File: src/rtl/mem_buff_pkg.sv
// Shared constants and helpers for the mem_buff FIFO controller.
// Pointer/count widths are derived from an 8-entry power-of-two buffer.
package mem_buff_pkg;

    localparam int DEPTH   = 8;
    localparam int DW      = 8;
    localparam int AW      = 4;
    localparam int PTR_W   = 3;
    localparam int COUNT_W = PTR_W + 1;

    typedef enum logic [1:0] {
        BUF_IDLE  = 2'd0,
        BUF_WRITE = 2'd1,
        BUF_READ  = 2'd2
    } buf_op_e;

    // Circular increment; the last entry wraps back to entry zero.
    function automatic logic [PTR_W-1:0] ptr_next(input logic [PTR_W-1:0] p);
        logic [PTR_W-1:0] nxt;
        if (p == PTR_W'(DEPTH - 1)) begin
            nxt = {PTR_W{1'b0}};
        end else begin
            nxt = p + PTR_W'(1);
        end
        return nxt;
    endfunction

    function automatic logic [AW-1:0] ptr_to_addr(input logic [PTR_W-1:0] p);
        return {{(AW - PTR_W){1'b0}}, p};
    endfunction

endpackage

File: src/rtl/mem_buff_ptr.sv
// Wrapping buffer pointer with increment enable.
// Used for both the write and the read side of the FIFO controller.
module mem_buff_ptr
    import mem_buff_pkg::*;
(
    input  logic             clk,
    input  logic             rest,
    input  logic             inc,
    output logic [PTR_W-1:0] ptr
);

    logic [PTR_W-1:0] ptr_r;

    // Pointer register: advances by one entry per accepted operation.
    always_ff @(posedge clk or negedge rest) begin
        if (!rest) begin
            ptr_r <= {PTR_W{1'b0}};
        end else if (inc) begin
            ptr_r <= ptr_next(ptr_r);
        end else begin
            ptr_r <= ptr_r;
        end
    end

    assign ptr = ptr_r;

endmodule

File: src/rtl/mem_buff_ctrl.sv
// FIFO controller owning the single read/write port of the 8-entry mem_buff.
// Alternates write/read on contention; the fetched head byte is passed straight through.
module mem_buff_ctrl
    import mem_buff_pkg::*;
(
    input  logic               clk,
    input  logic               rest,
    input  logic               wr_valid,
    input  logic [DW-1:0]      wr_data,
    output logic               wr_ready,
    output logic               rd_valid,
    output logic [DW-1:0]      rd_data,
    input  logic               rd_ready,
    output logic [COUNT_W-1:0] count,
    output logic [DW-1:0]      buf_data_in,
    output logic [AW-1:0]      buf_address,
    output logic               buf_en_w,
    output logic               buf_en_r,
    input  logic [DW-1:0]      buf_data_out
);

    logic [PTR_W-1:0]   wptr_s;
    logic [PTR_W-1:0]   rptr_s;
    logic [COUNT_W-1:0] count_r;
    logic               prio_rd_r;
    logic               rd_valid_r;

    logic               not_full_s;
    logic               rd_want_s;
    logic               wr_ready_s;
    logic               wr_go_s;
    logic               rd_go_s;
    logic               conflict_s;
    buf_op_e            op_s;

    // Handshake decode and arbitration between producer and consumer side.
    always_comb begin
        not_full_s = (count_r < COUNT_W'(DEPTH));
        rd_want_s  = (count_r != {COUNT_W{1'b0}}) && (!rd_valid_r || rd_ready);
        wr_ready_s = rest && not_full_s && !(rd_want_s && prio_rd_r);
        wr_go_s    = wr_valid && wr_ready_s;
        rd_go_s    = rest && rd_want_s && !wr_go_s;
        conflict_s = rest && rd_want_s && wr_valid && not_full_s;
        if (wr_go_s) begin
            op_s = BUF_WRITE;
        end else if (rd_go_s) begin
            op_s = BUF_READ;
        end else begin
            op_s = BUF_IDLE;
        end
    end

    // Buffer port drive; idle cycles park the address on the write pointer.
    always_comb begin
        buf_en_w    = 1'b0;
        buf_en_r    = 1'b0;
        buf_address = ptr_to_addr(wptr_s);
        buf_data_in = wr_data;
        if (!rest) begin
            buf_address = {AW{1'b0}};
            buf_data_in = {DW{1'b0}};
        end else begin
            case (op_s)
                BUF_WRITE: begin
                    buf_en_w    = 1'b1;
                    buf_address = ptr_to_addr(wptr_s);
                end
                BUF_READ: begin
                    buf_en_r    = 1'b1;
                    buf_address = ptr_to_addr(rptr_s);
                end
                default: begin
                    buf_en_w = 1'b0;
                    buf_en_r = 1'b0;
                end
            endcase
        end
    end

    mem_buff_ptr u_wptr (
        .clk  (clk),
        .rest (rest),
        .inc  (wr_go_s),
        .ptr  (wptr_s)
    );

    mem_buff_ptr u_rptr (
        .clk  (clk),
        .rest (rest),
        .inc  (rd_go_s),
        .ptr  (rptr_s)
    );

    // Occupancy: excludes the byte already fetched onto rd_data.
    always_ff @(posedge clk or negedge rest) begin
        if (!rest) begin
            count_r <= {COUNT_W{1'b0}};
        end else begin
            case ({wr_go_s, rd_go_s})
                2'b10:   count_r <= count_r + COUNT_W'(1);
                2'b01:   count_r <= count_r - COUNT_W'(1);
                default: count_r <= count_r;
            endcase
        end
    end

    // Fairness token: flips on every contended cycle, write wins first.
    always_ff @(posedge clk or negedge rest) begin
        if (!rest) begin
            prio_rd_r <= 1'b0;
        end else if (conflict_s) begin
            prio_rd_r <= ~prio_rd_r;
        end else begin
            prio_rd_r <= prio_rd_r;
        end
    end

    // Output valid: set by a fetch, cleared once consumed without a refill.
    always_ff @(posedge clk or negedge rest) begin
        if (!rest) begin
            rd_valid_r <= 1'b0;
        end else if (rd_go_s) begin
            rd_valid_r <= 1'b1;
        end else if (rd_valid_r && rd_ready) begin
            rd_valid_r <= 1'b0;
        end else begin
            rd_valid_r <= rd_valid_r;
        end
    end

    assign wr_ready = wr_ready_s;
    assign rd_valid = rd_valid_r;
    assign rd_data  = buf_data_out;
    assign count    = count_r;

endmodule
File: config.mk
export PLATFORM = sky130hd
export DESIGN_NAME = mem_buff_ctrl
export DESIGN_NICKNAME = d
export VERILOG_FILES = /design/src/rtl/mem_buff_pkg.sv /design/src/rtl/mem_buff_ptr.sv /design/src/rtl/mem_buff_ctrl.sv
export SDC_FILE = /design/constraint.sdc
export NUM_CORES = 1
export LEC_CHECK = 0
export CORE_ASPECT_RATIO = 0.75
export CORE_MARGIN = 2
export CORE_UTILIZATION = 35
export CTS_CLUSTER_DIAMETER = 30
export DETAILED_ROUTE_END_ITERATION = 16
export GPL_ROUTABILITY_DRIVEN = 1
export PLACE_DENSITY_LB_ADDON = 0.12
export SLEW_MARGIN = 20
export SYNTH_ARGS = -nofsm -noshare
export SYNTH_HDL_FRONTEND = slang
export SYNTH_SLANG_ARGS = --single-unit
export TNS_END_PERCENT = 50
File: constraint.sdc
create_clock -name clk -period 2.1 [get_ports clk]
set_clock_uncertainty 0.15 [all_clocks]
set_input_delay 0.21 -clock clk [delete_from_list [all_inputs] [get_ports clk]]
set_output_delay 0.21 -clock clk [all_outputs]
set_load 0.01 [all_outputs]
==> Word-level counts from Yosys, hierarchy flattened <==
Cells that the tools add are included.
{ "classes": {"addsub": 4, "magnitude_cmp": 1, "n_eq_ne": 6, "muxes": 14, "n_bitwise": 1, "reduce_logical": 17} }
{ "op_table": {"columns": ["operator", "count"], "rows": [
  ["$mux 3", 4],
  ["$logic_and 1x1->1", 10],
  ["$mux 8", 1],
  ["$pmux 4 s2", 1],
  ["$add 3x1->3 const B", 2],
  ["$eq 3x3->1 const B", 2],
  ["$mux 1", 6],
  ["$add 4x1->4 const B", 1],
  ["$eq 2x1->1 const B", 2],
  ["$eq 2x2->1 const B", 2],
  ["$lt 4x4->1 const B", 1],
  ["$mux 2", 2],
  ["$reduce_bool 2->1", 2],
  ["$reduce_bool 4->1", 1],
  ["$sub 4x1->4 const B", 1],
  ["$logic_not 1->1", 3],
  ["$logic_or 1x1->1", 1],
  ["$not 1->1", 1]
]} }
{ "word_totals": {"regBits": 12, "in_bits": 20, "output_inout_bits": 28, "word_cells": 48} }

==> Logic depth before layout (Yosys ltp) <==
{ "logic_depth": {"ltp_word": 14, "ltp_mapped": 9, "ltp_nobuf": 9} }

==> Cells and area by module <==
A second synthesis with hierarchy kept.
{ "hier_totals": {"cells_unflattened": 92, "area_unflattened_um2": 907.1} }
{ "modules_own_cells": {"columns": ["module", "n_inst", "cells_each", "area_per_inst_um2", "seq_area_each_um2"], "rows": [
  ["mem_buff_ctrl", 1, 70, 621.8, 150.1],
  ["mem_buff_ptr", 2, 11, 142.6, 75.1]
]} }

==> Worst setup path after synthesis <==
OpenSTA, ideal clock, no wires.
{ "synth_timing": {"kind": "register to register", "startpoint": "register count_r[3], in the netlist count[3]", "endpoint": "register count_r[3], in the netlist count[3]", "setup_time_ns": 0.087, "t_arrival_ns": 2.017, "required_ns": 1.863, "slack_ns": -0.154, "stages_incl_launch_ff": 10, "path_buffers": 0, "synth_period_minus_slack_ns": 2.254, "path_cell_list": "dfrtp_1 -> nor4_4 -> a311oi_4 -> nand2_4 -> inv_6 -> ha_1 -> a21oi_1 -> nand2_1 -> nand4bb_1 -> a22oi_1"} }
{ "synth_between": {"elab_chain_len": 10, "word_cells_on_any_way": 17, "classes_between": "2 x add/sub; 1 x order compare; 2 x eq/ne; 1 x mux; 11 x reduce/logical"} }
{ "synth_lines": {"columns": ["item", "line", "source"], "rows": [
  ["from (decl)", "mem_buff_ctrl.sv:24", "logic [COUNT_W-1:0] count_r;"],
  ["from (signal assigned)", "mem_buff_ctrl.sv:97", "count_r <= {COUNT_W{1'b0}};"],
  ["from (signal assigned)", "mem_buff_ctrl.sv:100", "2'b10: count_r <= count_r + COUNT_W'(1);"],
  ["from (signal assigned)", "mem_buff_ctrl.sv:101", "2'b01: count_r <= count_r - COUNT_W'(1);"],
  ["branches (longest 7 deep; another with $lt 4x4->1)", null, null],
  ["$logic_and 1x1->1 *", "mem_buff_ctrl.sv:42", "rd_go_s = rest && rd_want_s && !wr_go_s;"],
  ["named net rd_go_s", "mem_buff_ctrl.sv:32", "logic rd_go_s;"],
  ["$eq 2x1->1 or $eq 2x2->1 (tied branches)", "mem_buff_ctrl.sv:99", "case ({wr_go_s, rd_go_s})"],
  ["$pmux 4 s2 or $reduce_bool 2->1 (tied branches)", null, null]
]} }
Mark *: on every way through the listed nets, which the timed path passes.
A chain may end at the register's enable or synchronous reset.

==> Worst setup path in the final report <==
{ "layout_timing": {"startpoint": "register rd_valid_r, in the netlist rd_valid", "endpoint": "register count_r[2], in the netlist count[2]"} }
{ "layout_between": {"elab_chain_len": 11, "word_cells_on_any_way": 14, "classes_between": "2 x eq/ne; 1 x mux; 11 x reduce/logical"} }
{ "layout_lines": {"columns": ["item", "line", "source"], "rows": [
  ["from (decl)", "mem_buff_ctrl.sv:26", "logic rd_valid_r;"],
  ["from (signal assigned)", "mem_buff_ctrl.sv:127", "rd_valid_r <= rd_valid_r;"],
  ["$logic_not 1->1 *", "mem_buff_ctrl.sv:39", "rd_want_s = (count_r != {COUNT_W{1'b0}}) && (!rd_valid_r || rd_ready);"],
  ["$logic_or 1x1->1 *", "mem_buff_ctrl.sv:39", null],
  ["$logic_and 1x1->1 *", "mem_buff_ctrl.sv:39", null],
  ["$logic_and 1x1->1", "mem_buff_ctrl.sv:40", "wr_ready_s = rest && not_full_s && !(rd_want_s && prio_rd_r);"],
  ["$logic_not 1->1", "mem_buff_ctrl.sv:40", null],
  ["$logic_and 1x1->1", "mem_buff_ctrl.sv:40", null],
  ["$logic_and 1x1->1", "mem_buff_ctrl.sv:41", "wr_go_s = wr_valid && wr_ready_s;"],
  ["$logic_not 1->1", "mem_buff_ctrl.sv:42", null],
  ["$logic_and 1x1->1", "mem_buff_ctrl.sv:42", null],
  ["$eq 2x1->1 or $eq 2x2->1 (tied branches)", "mem_buff_ctrl.sv:99", null],
  ["$pmux 4 s2 or $reduce_bool 2->1 (tied branches)", null, null],
  ["to (signal assigned)", "mem_buff_ctrl.sv:100", null],
  ["to (signal assigned)", "mem_buff_ctrl.sv:101", null],
  ["to (signal assigned)", "mem_buff_ctrl.sv:102", "default: count_r <= count_r;"]
]} }
Every way passes the cells marked *; elsewhere a longest branch is shown, timed or not.

==> key figures <==
Drt
  • TritonRoute pass-1 iters: 4
  • DRT iter0 DRCs: 24
  • Antenna Nets Post-Route: 0
  • Wire per inst: 12.2 µm
  • Total wire length: 2.10 mm
  • DRC viols: 0
  • Vias per Instance: 4.39
  • Routed vias: 755

Synth
  • Most frequent cell after synthesis: dfrtp_1
  • Synth Area in Adders: 10.2%
  • Proportion of synthesized area in mux cells: 15.1%
  • Main combinational cell family by area after synthesis: simple AND/OR/NAND/NOR gates
  • Count of state elements after synthesis: 12
  • Avg Inst Size Synth: 10.8 µm²
  • Synth area leaders: dfrtp_1, ha_1, buf_4, and2_1, mux2i_1
  • Fraction of registers with async set/reset: 100%
  • Seq/Total Area, Yosys: 32.3%
  • Post-synthesis xor/xnor area fraction: 2.83%
  • Simple-gate area share of the yosys netlist: 20.2%
  • Post-synth top area share: 32.3%
  • Post-synth cell types: 34
  • Synth Area in Compound Gates: 8.09%
  • Syn Std Cell Area: 928 µm²
  • Number of enable flip-flop cells after synthesis: 0
  • Synth top cells by count: dfrtp_1, buf_4, and2_1
  • Cell taking the most area after synthesis: dfrtp_1
  • Cell count after synthesis: 86
  • Count of yosys warnings during synthesis: 0
  • Main synth FF type: dfrtp_1
  • Mapped Nets: 113

Global routing
  • Largest net degree at the start of global routing: 12
  • Initial antenna violation count: 0
  • Congestion Overflow GR: 0
  • Tot GR Track Use: 14.3%
  • First-pass GRT wire length: 3.35 mm
  • Number of global-route vias before repair: 704

Critical path
  • Kind of critical path: flop to flop
  • CP endpoint kind: flop
  • Worst-path fanout max: 3
  • Worst EP required: 2.11 ns
  • Startpoint Class: flop
  • Worst Path Arrival: 2.26 ns

Place
  • Post-DP HPWL: 1.65 mm
  • IO buf count: 30
  • RePlAce Congestion: 0.751

Finish
  • Final nets: 164
  • Multi-input logic area: 561 µm²
  • Area Growth Syn to Fin: 57.3%
  • Seq. cell area: 300 µm²
  • FILL cells: 252
  • Layout cell share with drive strength beyond 1: 43.4%
  • Final Util: 57.0%
  • # diodes: 0

Clocking
  • H-Tree Depth: 1
  • CTS tree: built
  • Num CTS Buffers: 3
  • Clock latency on the worst-skew pair: 0.28 ns
  • CTS max path bufs: 2
  • Clk pin slew, worst setup/hold paths: 0.08 ns
  • CTS sink cnt: 12
  • Clk root buf: clkbuf_4

Run
  • Number of max-cap violations: 0

STA
  • Final Hold Fails: 0
  • Final setup viols: 12
  • Setup ws final: -0.147 ns
  • RSZ-0062 raised after global routing: yes
  • Crit path time final: 2.25 ns
  • Final TNS setup: -0.704 ns
  • Final max-slew violation count: 0
  • Crit share post-route: 107%
  • Hold slack final: 0.184 ns
  • Peak Freq: 445 MHz

Status
  • Outcome: finished with violations
  • Failing checks: negative setup slack

Power and ir drop
  • P per Cell Area: 1310 nW/µm²
  • Overall Power: 0.00191 W
  • Pleak: 0.690 nW
  • VDD IR-drop max: 0.943 mV

Min path
  • HP Class: primary input to async pin

Die
  • Rows: 16
  • Die Span Y: 48.6 µm
  • Die W: 63.5 µm
  • Initial Util: 36.2%
  • Die ar.: 3080 µm²
  • Core area: 2560 µm²
  • Ports: 48
==> per-stage QoR <==
step | setup slack, ns | instance area, µm² | std cells
after global routing | -0.209 | 1460 | 172
after CTS | -0.152 | 1430 | 170
after floorplan | -0.127 | 945 | 86
after detailed placement | -0.461 | 1360 | 160
final | -0.147 | 1460 | 172
after global placement | -0.383 | 1360 | 160
==> cell families (layout without fill, tap and decap cells) <==
| group | Yosys count | count (layout) |
|---|---|---|
| other | 1 | 1 |
| flip-flops | 12 | 12 |
| multiplexers | 12 | 12 |
| AO/OA/AOI/OAI | 7 | 7 |
| AND/OR/NAND/NOR | 28 | 28 |
| buffers and inverters | 16 | 66 |
| adder cells (fa/ha/maj) | 7 | 7 |
| XOR/XNOR | 3 | 3 |
==> placed cells by master, fill, tap and decap left out, types with 2 or more instances in the layout <==
| cell | count |
|---|---|
| clkdlybuf4s50_1 | 24 |
| clkbuf_4 | 3 |
| nor2_1 | 2 |
| buf_6 | 5 |
| nor2b_1 | 4 |
| nand2_1 | 3 |
| mux2_2 | 3 |
| and2_1 | 8 |
| mux2_4 | 4 |
| ha_1 | 5 |
| buf_4 | 22 |
| inv_1 | 3 |
| dfrtp_1 | 12 |
| clkbuf_2 | 2 |
| mux2i_1 | 5 |
| buf_2 | 4 |
| nand3_1 | 2 |
==> report_power, final <==
part	switching, W	internal (W)	total (W)
Combinational	0.000504	0.000755	0.00126
Clock	0.0000814	0.000106	0.000187
Sequential	0.000113	0.000350	0.000463
Total	0.000698	0.00121	0.00191
==> layout make-up <==
cell class / instances / share of cell area (%)
clock buffer: 4 / 2.49
inverter: 5 / 1.80
multi-input combinational: 58 / 38.4
sequential: 12 / 20.6
tap: 36 / 3.08
timing repair buffer: 57 / 33.7
==> flip-flops by register name, summed over array words and instances, names as in the netlist <==
register    cells
u_wptr.ptr      3
prio_rd_r       1
u_rptr.ptr      3
rd_valid        1
count           4
==> critical path: stages, from the launching register on <==
cell      delay, ns
dfrtp_1        0.39
and2b_2        0.23
a311oi_4       0.21
buf_4          0.16
nand2_4        0.07
buf_6          0.12
fa_2           0.39
xnor2_2        0.13
mux2_4         0.26
==> routing by layer <==
| metal | GRT usage (%) | up-vias | wire length [µm] |
|---|---|---|---|
| met5 | 0 | - | 0 |
| met4 | 6.52 | 0 | 41 |
| met3 | 5.35 | 13 | 111 |
| met2 | 20.7 | 13 | 924 |
| met1 | 18.9 | 351 | 1020 |
| li1 | - | 378 | - |
==> timing repair <==
item                                    CTS  global route
pin swaps                                 3             4
hold buffers                              0             0
buffers inserted                          6             3
endpoints found under the setup margin   16            14
endpoints found under the hold margin     0             0
gates resized for setup                  19            13
==> path summary, 6_finish.rpt <==
| path | start | end | slack (ns) | cells after the start |
|---|---|---|---|---|
| setup reg to reg | rd_valid | count[2] | -0.15 | 8 |
| setup / recovery | rd_valid | count[2] | -0.15 | 8 |
| hold reg to reg | u_wptr.ptr[1] | u_wptr.ptr[1] | 0.40 | 1 |
| min in group clk | buf_data_out[5] | rd_data[5] | 0.27 | 0 |
| hold / removal | rest | u_rptr.ptr[1] | 0.18 | 2 |
| max in group asynchronous | rest | count[3] | 1.28 | 3 |
(Power assumes the default switching activity.)
